File: src/rtl/power_good_mon.sv
// Rail power-good monitor: drives the regulator enable, filters the synchronized
// comparator output into a qualified power_good, and retries ramp/sag failures before faulting.
//
// state    | meaning
// ---------+---------------------------------------------------------------
// OFF      | regulator off, retry budget cleared, waiting for en_req
// RAMP     | regulator on, waiting for GOOD_CYCLES consecutive high samples
// GOOD     | rail qualified, watching for a sustained sag
// COOLDOWN | regulator held off before the next retry
// FAULT    | retries exhausted, sticky until en_req drops
module power_good_mon #(
    parameter int GOOD_CYCLES     = 16,
    parameter int RAMP_TIMEOUT    = 200,
    parameter int GLITCH_CYCLES   = 3,
    parameter int COOLDOWN_CYCLES = 50,
    parameter int MAX_RETRY       = 2
) (
    input  logic clk,
    input  logic resetb,
    input  logic en_req,
    input  logic vmon_ok,
    output logic reg_en,
    output logic power_good,
    output logic fault
);

    localparam int W_STABLE = (GOOD_CYCLES     > 1) ? $clog2(GOOD_CYCLES + 1)     : 1;
    localparam int W_RAMP   = (RAMP_TIMEOUT    > 1) ? $clog2(RAMP_TIMEOUT + 1)    : 1;
    localparam int W_LOW    = (GLITCH_CYCLES   > 1) ? $clog2(GLITCH_CYCLES + 1)   : 1;
    localparam int W_COOL   = (COOLDOWN_CYCLES > 1) ? $clog2(COOLDOWN_CYCLES + 1) : 1;
    localparam int W_RETRY  = (MAX_RETRY       > 0) ? $clog2(MAX_RETRY + 1)       : 1;

    typedef enum logic [2:0] {
        S_OFF      = 3'd0,
        S_RAMP     = 3'd1,
        S_GOOD     = 3'd2,
        S_COOLDOWN = 3'd3,
        S_FAULT    = 3'd4
    } state_t;

    state_t r_state;
    state_t w_state_nxt;

    logic                r_vmon_meta;
    logic                r_vmon_s;
    logic [W_STABLE-1:0] r_stable_cnt;
    logic [W_RAMP-1:0]   r_ramp_cnt;
    logic [W_LOW-1:0]    r_low_cnt;
    logic [W_COOL-1:0]   r_cool_cnt;
    logic [W_RETRY-1:0]  r_retry_cnt;

    logic w_qualify;
    logic w_ramp_timeout;
    logic w_sag;
    logic w_cool_done;
    logic w_can_retry;
    logic w_fail;

    always_ff @(posedge clk or negedge resetb) begin
        if (!resetb) begin
            r_vmon_meta <= 1'b0;
            r_vmon_s    <= 1'b0;
        end else begin
            r_vmon_meta <= vmon_ok;
            r_vmon_s    <= r_vmon_meta;
        end
    end

    // Limits are tested against the value the counter would reach on this edge,
    // so each transition lands exactly on the sample that completes the count.
    assign w_qualify      = r_vmon_s  && (r_stable_cnt == W_STABLE'(GOOD_CYCLES - 1));
    assign w_ramp_timeout = (r_ramp_cnt == W_RAMP'(RAMP_TIMEOUT - 1));
    assign w_sag          = !r_vmon_s && (r_low_cnt == W_LOW'(GLITCH_CYCLES - 1));
    assign w_cool_done    = (r_cool_cnt == W_COOL'(COOLDOWN_CYCLES - 1));
    assign w_can_retry    = (r_retry_cnt < W_RETRY'(MAX_RETRY));

    always_ff @(posedge clk or negedge resetb) begin
        if (!resetb) begin
            r_state <= S_OFF;
        end else begin
            r_state <= w_state_nxt;
        end
    end

    always_comb begin
        w_state_nxt = r_state;
        w_fail      = 1'b0;
        case (r_state)
            S_OFF: begin
                if (en_req) w_state_nxt = S_RAMP;
            end
            S_RAMP: begin
                if (!en_req)             w_state_nxt = S_OFF;
                else if (w_qualify)      w_state_nxt = S_GOOD;
                else if (w_ramp_timeout) w_fail      = 1'b1;
            end
            S_GOOD: begin
                if (!en_req)     w_state_nxt = S_OFF;
                else if (w_sag)  w_fail      = 1'b1;
            end
            S_COOLDOWN: begin
                if (!en_req)          w_state_nxt = S_OFF;
                else if (w_cool_done) w_state_nxt = S_RAMP;
            end
            S_FAULT: begin
                if (!en_req) w_state_nxt = S_OFF;
            end
            default: w_state_nxt = S_OFF;
        endcase
        if (w_fail) begin
            w_state_nxt = w_can_retry ? S_COOLDOWN : S_FAULT;
        end
    end

    // Each counter only runs while its state is held; any exit or entry leaves it at zero.
    always_ff @(posedge clk or negedge resetb) begin
        if (!resetb) begin
            r_stable_cnt <= '0;
            r_ramp_cnt   <= '0;
            r_low_cnt    <= '0;
            r_cool_cnt   <= '0;
            r_retry_cnt  <= '0;
        end else begin
            if (r_state == S_RAMP && w_state_nxt == S_RAMP) begin
                r_ramp_cnt   <= r_ramp_cnt + 1'b1;
                r_stable_cnt <= r_vmon_s ? r_stable_cnt + 1'b1 : '0;
            end else begin
                r_ramp_cnt   <= '0;
                r_stable_cnt <= '0;
            end

            if (r_state == S_GOOD && w_state_nxt == S_GOOD) begin
                r_low_cnt <= r_vmon_s ? '0 : r_low_cnt + 1'b1;
            end else begin
                r_low_cnt <= '0;
            end

            if (r_state == S_COOLDOWN && w_state_nxt == S_COOLDOWN) begin
                r_cool_cnt <= r_cool_cnt + 1'b1;
            end else begin
                r_cool_cnt <= '0;
            end

            if (r_state == S_OFF) begin
                r_retry_cnt <= '0;
            end else if (w_fail && w_can_retry) begin
                r_retry_cnt <= r_retry_cnt + 1'b1;
            end
        end
    end

    always_comb begin
        reg_en     = (r_state == S_RAMP) || (r_state == S_GOOD);
        power_good = (r_state == S_GOOD);
        fault      = (r_state == S_FAULT);
    end

endmodule
File: config.mk
export PLATFORM = sky130hd
export DESIGN_NAME = power_good_mon
export DESIGN_NICKNAME = d
export VERILOG_FILES = /design/src/rtl/power_good_mon.sv
export SDC_FILE = /design/constraint.sdc
export NUM_CORES = 1
export LEC_CHECK = 0
export ABC_AREA = 1
export CAP_MARGIN = 15
export CORE_MARGIN = 5
export CORE_UTILIZATION = 55
export DETAILED_ROUTE_END_ITERATION = 6
export GPL_TIMING_DRIVEN = 1
export PLACE_DENSITY = 0.74
export SKIP_CTS_REPAIR_TIMING = 1
export SLEW_MARGIN = 0
export SYNTH_ARGS = -nofsm -noshare
export SYNTH_HDL_FRONTEND = slang
export SYNTH_SLANG_ARGS = --single-unit
File: constraint.sdc
create_clock -name clk -period 2 [get_ports clk]
set_input_delay 0.2 -clock clk [delete_from_list [all_inputs] [get_ports clk]]
set_output_delay 0.2 -clock clk [all_outputs]
set_load 0.01 [all_outputs]
==> metrics.md, run 1 <==
| Metric | Value |
|---|---|
| Global-route wire length before repair | around 4.3 mm |
| H-Tree Depth | 1 |
| Setup WS post-layout | slightly above 50 ps |
| Final worst path period need | 1950 ps |
| RSZ-0062 raised after global routing | yes |
| Vias per std cell | about 5.2 |
| Post-Syn Area | 1440 um^2 |
| Clock transition at path regs | 150 ps |
| Final wirelength | about 2.7 mm |
| Port Buffers | 6 |
| WHS | 212 ps |
| Pwr dens | between 500 and 600 nW/um^2 |
| Leak | 0.815 nW |
| Worst Tran Pin Value | between 300 and 400 ps |
| Class of the most critical hold timing path | in -> async |
| Die X | 61.2 um |
| Max-slew violations | 0 |
| Ant diodes | 0 |
| Drt drc | 0 |
| R2r worst-path depth | 12 |
| CTS tree | yes |
| Top FF cell, synth | dfrtp_1 |
| CP endpoint kind | flip-flop |
| Final Cell Area | roughly 1700 um^2 |
| Root Driver | clkbuf_4 |
| Clock skew | between 7 and 8 ps |
| Setup CP Type | reg -> reg |
| Sequential area share after synthesis | 48.7% |
| Layout area overhead | 20.7% |
| Drt first-iter violations | 94 |
| Initial antenna violation count | 0 |
| Final Wtd Congestion | approximately 0.84 |
| Final ANT Viol Nets | 0 |
| FF-to-FF setup slack | 50 ps |
| Layout cells sized above 1 | around 28% |
| Post-synth EDFFs | 0 |
| VDD IR max | around 0.73 mV |
| Distinct cells, synth | 27 |
| Final Cycle Share | a little over nine tenths |
| Pre-antenna DRT Iters | 4 |
| Bufs on Longest Clock Path | 2 |
| Rows | 18 |
| Via Count | ~1100 |
| Pwr Total | 1.02 mW |
| Flop pwr share | between 50% and 60% |
| Final Setup Violations | 0 |
| GRT overflow | 0 |
| Syn nets | about 170 |
| Initial Utilization | between 50% and 60% |
| Die Ht | roughly 61 um |
| NumNets Final | approximately 190 |
| Overall Global Routing Usage | 15.8% |
| WL per Instance | 12.9 um |
| Inst Count DP | just under 200 |
| Psw | about 220 uW |
| Rel. slew slack | between 70% and 80% |
| Ys async rst share | between 90% and 100% |
| DIE AREA | 3740 um^2 |
| Outcome | complete, no violations |
| Clock share of power | a little over a third |
| Internal power | around 800 uW |
| Critical Path Fanout Max | 8 |
| Vias in the first global route | approximately 1000 |
| Post-DP HPWL | 1.82 mm |
| CORE AREA | roughly 2500 um^2 |
| Sw frac | ~22% |
| Worst Path Required | around 2300 ps |
| I/O pin cnt | 7 |
| Worst skew pair latency | around 330 ps |
| Final Non-Filler Cells | 207 |
| Logic pwr share | around 7% |
| #FFs+latches synth | 28 |
| Area post-placement | ~1500 um^2 |
| Post-Synthesis Cells | roughly 160 |
| YS warnings | 0 |
| Num CTS Buffers | 3 |
| Num Clock Sinks | 28 |
| Avg Inst Size Synth | 9.11 um^2 |
| Largest net degree at the start of global routing | 29 |
| Critical path arrival | between 2000 and 2500 ps |
| Worst Setup Start Kind | flip-flop |
| Final Hold Fails | 0 |
| Max-cap violations | 0 |
| Achievable Freq | 0.513 GHz |
| Place WS | a little under 60 ps |
==> cells in the mapped netlist (2+ instances only) <==
master	n	area, um^2
a21oi_1	2	10.0
dfrtp_1	28	701
ha_1	6	75.1
inv_1	18	67.6
inv_2	2	7.51
nand2_1	28	105
nand2_2	3	18.8
nand2_4	2	22.5
nand3_1	8	40.0
nand4_1	3	18.8
nor2_1	19	71.3
nor2_2	13	81.3
nor2_4	2	22.5
nor3_1	2	10.0
nor3b_1	2	15.0
o21ai_0	2	10.0
xnor2_1	2	17.5
xor2_1	7	61.3
==> per-stage QoR <==
step | utilization, % | setup TNS (ps)
after global routing | 69.5 | -751
after CTS | 63.7 | 0
after detailed placement | 61.6 | 0
after floorplan | - | 0
final | 69.5 | 0
after global placement | 61.6 | 0
==> worst max-delay path: stages (launching register included) <==
cell and delay [ps]:
dfrtp_1 420, ha_2 190, and3_4 150, ha_4 160
nand2_4 60, inv_2 40, nand2_1 80, nand3_2 110
nand2_1 120, nand4_4 100, nor2_4 190, clkinv_4 140
nor2_2 120
==> cell families after synthesis <==
kind of cell,after synthesis,share of synthesized area (%)
simple gates,87,32.4
flops,28,48.7
buf+inv,22,5.99
xor+xnor,9,5.47
compound gates,6,2.26
fa+ha+maj,6,5.21
==> cell type report <==
class / instances / area (um^2)
clock buffer: 3 / 22.5
clock inverter: 1 / 30.0
fill: 184 / 762
inverter: 21 / 83.8
multi-input combinational: 108 / 723
sequential: 28 / 702
tap: 30 / 37.5
timing repair buffer: 16 / 139
==> metal layers <==
metal	GRT usage, %	vias up	routed length (um)
met3	4.40	4	128
met2	25.4	22	1330
met1	19.4	513	1160
li1	-	528	-
met5	0	-	0
met4	8.36	0	39
==> power by group through the flow <==
stage	Sequential [mW]	Combinational, mW	Clock [mW]
final	0.580	0.0725	0.369
after global routing	0.582	0.0797	0.402
after CTS	0.580	0.0674	0.375
after detailed placement	0.590	0.0666	0
after global placement	0.590	0.0656	0
after floorplan	0.589	0.0388	0
==> registers in the layout, indices dropped and copies added, names as in the netlist <==
name	count
r_cool_cnt	6
r_low_cnt	2
r_ramp_cnt	8
r_retry_cnt	2
r_stable_cnt	5
r_state	3
r_vmon_meta	1
r_vmon_s	1
==> worst paths after layout <==
check | from | endpoint
min reg2reg | r_vmon_meta | r_vmon_s
max | r_stable_cnt[1] | r_ramp_cnt[2]
min in group clk | vmon_ok | r_vmon_meta
min | resetb | r_cool_cnt[2]
max reg2reg | r_stable_cnt[1] | r_ramp_cnt[2]
max in group asynchronous | resetb | r_state[0]
==> cells in the final DEF (no fill, tap or decap), types with 4 or more instances in the layout <==
cell type / n
clkdlybuf4s50_1: 6
nor2_2: 11
nand2_1: 26
nor2_4: 5
nor2_1: 18
xor2_1: 7
inv_1: 18
nand3_1: 6
ha_1: 4
buf_4: 9
dfrtp_1: 27
nand2_4: 4
(Power assumes the default switching activity.)
==> inputs of run 2 (changes only) <==
- SETUP_SLACK_MARGIN: default -> 0.5
==> run 2 against run 1 <==
Compared with the run above: sequential share of layout area up 0.93 points; final cell count up 0.48%; non-clock buffer count up 1; wire length down 10%; global-route usage down 1.0 points; count of clock-buffer cells in the layout up 1; design area down 2.1%; worst hold slack better by 20 ps; critical path type unchanged; highest routed layer unchanged.
==> metrics.md, run 2 (synthesis results as in run 1) <==
| Metric | Value |
|---|---|
| NumNets Final | 189 (was 188) |
| Layout area overhead | 18.2% (was 20.7%) |
| Most frequent cells in the layout | nand2_1, dfrtp_1, inv_1, nor2_1, nor2_2 (was dfrtp_1, nand2_1, inv_1, nor2_1, nor2_2) |
| H-Tree Depth | 1 (unchanged) |
| Vias in the first global route | 1002 (was 1018) |
| Num Clock Sinks | 28 (unchanged) |
| Overall Global Routing Usage | 14.8% (was 15.8%) |
| I/O pin cnt | 7 (unchanged) |
| Rows | 18 (unchanged) |
| Die X | 61.2 um (unchanged) |
| Ant diodes | 0 (unchanged) |
| GRT overflow | 0 (unchanged) |
| Top reg by flops | r_ramp_cnt (unchanged) |
| Pwr dens | 540 nW/um^2 (was 588 nW/um^2) |
| Die Ht | 61.2 um (unchanged) |
| Final Setup Violations | 0 (unchanged) |
| RSZ-0062 raised after global routing | yes (unchanged) |
| Initial antenna violation count | 0 (unchanged) |
| Post-DP HPWL | 1.72 mm (was 1.82 mm) |
| Setup TNS | 0 ps (unchanged) |
| Final Hold Fails | 0 (unchanged) |
| Bufs on Longest Clock Path | 2 (unchanged) |
| CP endpoint kind | flip-flop (unchanged) |
| Critical Path Fanout Max | 4 (was 8) |
| Clock skew | 6.43 ps (was 7.76 ps) |
| Achievable Freq | 0.545 GHz (was 0.513 GHz) |
| Pre-antenna DRT Iters | 4 (unchanged) |
| Area post-placement | 1550 um^2 (was 1540 um^2) |
| Fill count | 203 (was 184) |
| Max-cap violations | 0 (unchanged) |
| Num CTS Buffers | 3 (unchanged) |
| Finished Core Util | 68.1% (was 69.5%) |
| Class of the most critical hold timing path | in -> async (unchanged) |
| Global-route wire length before repair | 4.19 mm (was 4.32 mm) |
| Max FFs per register | 8 (unchanged) |
| Critical path arrival | 2100 ps (was 2220 ps) |
| Max-slew violations | 0 (unchanged) |
| Worst Tran Pin Value | 343 ps (was 345 ps) |
| Layout cells sized above 1 | 30.9% (was 28.2%) |
| Final Wtd Congestion | 0.835 (was 0.837) |
| Clock transition at path regs | 140 ps (was 150 ps) |
| Largest net degree at the start of global routing | 29 (unchanged) |
| WL per Instance | 11.5 um (was 12.9 um) |
| DIE AREA | 3740 um^2 (unchanged) |
| Port Buffers | 6 (unchanged) |
| Outcome | complete, no violations (unchanged) |
| Final wirelength | 2.39 mm (was 2.66 mm) |
| Worst skew pair latency | 320 ps (was 330 ps) |
| Via Count | 1024 (was 1067) |
| Worst Path Required | 2260 ps (was 2270 ps) |
| Root Driver | clkbuf_4 (unchanged) |
| Drt drc | 0 (unchanged) |
| Initial Utilization | 57.6% (unchanged) |
| Setup CP Type | reg -> reg (unchanged) |
| Drt first-iter violations | 50 (was 94) |
| Final Cycle Share | 91.7% (was 97.5%) |
| Final ANT Viol Nets | 0 (unchanged) |
| Final Cell Area | 1700 um^2 (was 1740 um^2) |
| Vias per std cell | 4.92 (was 5.15) |
| Worst Setup Start Kind | flip-flop (unchanged) |
| CTS tree | yes (unchanged) |
| Leak | 0.802 nW (was 0.815 nW) |
| Final worst path period need | 1830 ps (was 1950 ps) |
| VDD IR max | 0.542 mV (was 0.729 mV) |
| Regs by FF count | r_ramp_cnt: 8 flops, r_cool_cnt: 6 flops, r_stable_cnt: 5 flops (unchanged) |
| CORE AREA | 2500 um^2 (unchanged) |
| Rel. slew slack | 77.1% (was 77.0%) |
## run 2: critical path, cell delays in order, from the launching register on
cell     delay, ps
dfrtp_1        400
ha_2           200
and3_4         180
ha_4           120
nand2_2         60
inv_2           70
nor2_1          40
nand2_1         70
nand2_2         90
nand2_4        100
nand4_4        100
nor2_4         160
nand2_4         90
nor2_2         110
## run 2: cell type report
type / count / area (um^2) / share of cell area [%]
Clock buffer: 4 / 36.3 / 2.13
Inverter: 21 / 81.3 / 4.78
Multi-Input combinational cell: 108 / 698 / 41.0
Sequential cell: 28 / 703 / 41.3
Tap cell: 30 / 37.5 / 2.21
Timing Repair Buffer: 17 / 145 / 8.53
## run 2: per-stage QoR
step	setup WS, ps	power, mW	hold slack, ps	instances
2_1_floorplan	267	0.628	-95.6	158
3_3_place_gp	191	0.656	336	194
3_5_place_dp	121	0.657	335	194
4_1_cts	62.0	0.925	237	198
5_1_grt	16.4	0.957	256	208
6_report	166	0.919	232	208
## run 2: where the power goes
group,total (mW),internal (mW),switching (mW)
sequential,0.580,0.573,0.00717
clock,0.269,0.111,0.158
combinational,0.0704,0.0263,0.0441
## run 2: metal layers
metal	part of all wire (%)	vias to the layer above	global-route usage [%]
met2	50	7	24.3
li1	-	531	-
met3	1.8	2	1.89
met5	0	-	0
met4	0.54	0	6.50
met1	47	484	19.7
## run 2: worst paths after layout
check                                startpoint               to  slack [ps]  depth (start not counted)
min in group clk                        vmon_ok      r_vmon_meta         300                          1
worst min-delay path                     resetb   r_retry_cnt[1]         230                          2
worst min register to register      r_vmon_meta         r_vmon_s         370                          0
max in group asynchronous                resetb       r_state[1]        1500                          2
worst max-delay path            r_stable_cnt[0]  r_stable_cnt[2]         170                         13
worst max register to register  r_stable_cnt[0]  r_stable_cnt[2]         170                         13
==> inputs of run 3 (changes only) <==
- PLACE_DENSITY: 0.74 -> default
- PLACE_DENSITY_LB_ADDON: default -> 0.25
==> run 3 against run 2 <==
Compared with the run above: count of clock-buffer cells in the layout shrank 1; combinational power grew 8.2%; sequential power is essentially flat; maximum frequency shrank 3.9%; worst hold slack lost 10 ps; via count grew 3.6%; register-to-register slack lost 70 ps; critical path type unchanged.
==> metrics.md, run 3 (synthesis results as in run 1) <==
| Metric | Value |
|---|---|
| Final wirelength | 2.68 mm (was 2.39 mm) |
| CP cell instances | ha_2 > and3_4 > ha_4 > nand2_2 > inv_2 > nor2_1 > nand2_1 > nand2_2 > nand2_4 > nand4_4 > nor2_4 > nand2_4 > nor2_4 (was ha_2 > and3_4 > ha_4 > nand2_2 > inv_2 > nor2_1 > nand2_1 > nand2_2 > nand2_4 > nand4_4 > nor2_4 > nand2_4 > nor2_2) |
| Drt first-iter violations | 41 (was 50) |
| Initial Utilization | 57.6% (unchanged) |
| Bufs on Longest Clock Path | 2 (unchanged) |
| H-Tree Depth | 1 (unchanged) |
| Finished Core Util | 68.2% (was 68.1%) |
| Num CTS Buffers | 3 (unchanged) |
| Via Count | 1061 (was 1024) |
| Worst skew pair latency | 330 ps (was 320 ps) |
| Slowest stage delay, CP | 410 ps (was 400 ps) |
| Reg2reg end | r_stable_cnt[2] (unchanged) |
| Worst Path Required | 2280 ps (was 2260 ps) |
| Critical Path Fanout Max | 5 (was 4) |
| Slowest CP cell | dfrtp_1 (unchanged) |
| Vias per std cell | 5.15 (was 4.92) |
| Overall Global Routing Usage | 15.8% (was 14.8%) |
| Final Cycle Share | 95.4% (was 91.7%) |
| GRT overflow | 0 (unchanged) |
| Max-slew violations | 0 (unchanged) |
| Final worst path period need | 1910 ps (was 1830 ps) |
| Regs by FF count | r_ramp_cnt: 8 flops, r_cool_cnt: 6 flops, r_stable_cnt: 5 flops (unchanged) |
| Largest net degree at the start of global routing | 29 (unchanged) |
| CORE AREA | 2500 um^2 (unchanged) |
| Ant diodes | 0 (unchanged) |
| Top reg by flops | r_ramp_cnt (unchanged) |
| Final Hold Fails | 0 (unchanged) |
| Num Clock Sinks | 28 (unchanged) |
| Max FFs per register | 8 (unchanged) |
| Final Wtd Congestion | 0.828 (was 0.835) |
| Rows | 18 (unchanged) |
| NumNets Final | 187 (was 189) |
| Area post-placement | 1550 um^2 (unchanged) |
| Initial antenna violation count | 0 (unchanged) |
| Die Ht | 61.2 um (unchanged) |
| Top Family by Delay on Critical Path | simple AND/OR/NAND/NOR gates (unchanged) |
| Leak | 0.812 nW (was 0.802 nW) |
| Clock transition at path regs | 150 ps (was 140 ps) |
| Worst Setup Start Kind | flip-flop (unchanged) |
| Clock skew | 1.47 ps (was 6.43 ps) |
| Vias in the first global route | 1043 (was 1002) |
| Die X | 61.2 um (unchanged) |
| Worst Tran Pin Value | 344 ps (was 343 ps) |
| Port Buffers | 6 (unchanged) |
| VDD IR max | 0.656 mV (was 0.542 mV) |
| Layout area overhead | 18.3% (was 18.2%) |
| DIE AREA | 3740 um^2 (unchanged) |
| Worst r2r src | r_stable_cnt[0] (unchanged) |
| Pre-antenna DRT Iters | 4 (unchanged) |
| CTS tree | yes (unchanged) |
| Layout cells sized above 1 | 29.5% (was 30.9%) |
| R2r worst-path depth | 13 (unchanged) |
| Worst Path Buf+Inv | 1 (unchanged) |
| Global-route wire length before repair | 4.48 mm (was 4.19 mm) |
| Rel. slew slack | 77.1% (about the same) |
| WL per Instance | 13.0 um (was 11.5 um) |
| I/O pin cnt | 7 (unchanged) |
| Place WS | 82.3 ps (was 121 ps) |
| WHS | 222 ps (was 232 ps) |
| Drt drc | 0 (unchanged) |
| RSZ-0062 raised after global routing | yes (unchanged) |
| Final ANT Viol Nets | 0 (unchanged) |
| Setup WS post-layout | 92.1 ps (was 166 ps) |
| Most frequent cells in the layout | nand2_1, dfrtp_1, inv_1, nor2_1, nor2_2 (unchanged) |
| Max-cap violations | 0 (unchanged) |
| Setup TNS | 0 ps (unchanged) |
| Pwr dens | 604 nW/um^2 (was 540 nW/um^2) |
| Critical path arrival | 2190 ps (was 2100 ps) |
| Root Driver | clkbuf_4 (unchanged) |
| FF-to-FF setup slack | 90 ps (was 170 ps) |
| CP endpoint kind | flip-flop (unchanged) |
| Final Cell Area | 1700 um^2 (about the same) |
| Setup CP Type | reg -> reg (unchanged) |
| Final Setup Violations | 0 (unchanged) |
| Achievable Freq | 0.524 GHz (was 0.545 GHz) |
| Outcome | complete, no violations (unchanged) |
| Post-DP HPWL | 1.88 mm (was 1.72 mm) |
| Class of the most critical hold timing path | in -> async (unchanged) |
[run 3: routing by layer]
metal	global-route usage (%)	vias to the layer above	wire (um)
li1	-	526	-
met1	20.1	510	1160
met2	27.6	21	1390
met3	2.10	4	93
met4	5.26	0	33
met5	0	-	0
[run 3: report_power, final]
part	internal (mW)	leakage [nW]	total (mW)	switching (mW)
Combinational	0.0294	0.403	0.0762	0.0468
Clock	0.203	0.0279	0.372	0.170
Sequential	0.573	0.381	0.580	0.00730
[run 3: final cells by class]
type	count	area, um^2
sequential	28	703
clock buffer	3	22.5
tap	30	37.5
clock inverter	1	30.0
timing repair buffer	15	131
inverter	21	81.3
multi-input combinational	108	698
fill	189	796
[run 3: how the worst max path moves through the flow]
stage / start / to / cells after the start / slack [ps]
after detailed placement: r_stable_cnt[0] / r_ramp_cnt[0] / 13 / 80
final: r_stable_cnt[0] / r_stable_cnt[2] / 13 / 90
after CTS: r_stable_cnt[0] / r_ramp_cnt[0] / 13 / 40
after global routing: r_stable_cnt[0] / r_stable_cnt[2] / 13 / -30
after floorplan: r_stable_cnt[0] / r_stable_cnt[0] / 13 / 270
after global placement: r_stable_cnt[0] / r_stable_cnt[0] / 13 / 190
[run 3: per-stage QoR]
stage          power, mW  instances
6_report            1.03        206
5_1_grt             1.07        206
4_1_cts             1.03        198
3_5_place_dp       0.658        194
3_3_place_gp       0.656        194
2_1_floorplan      0.628        158
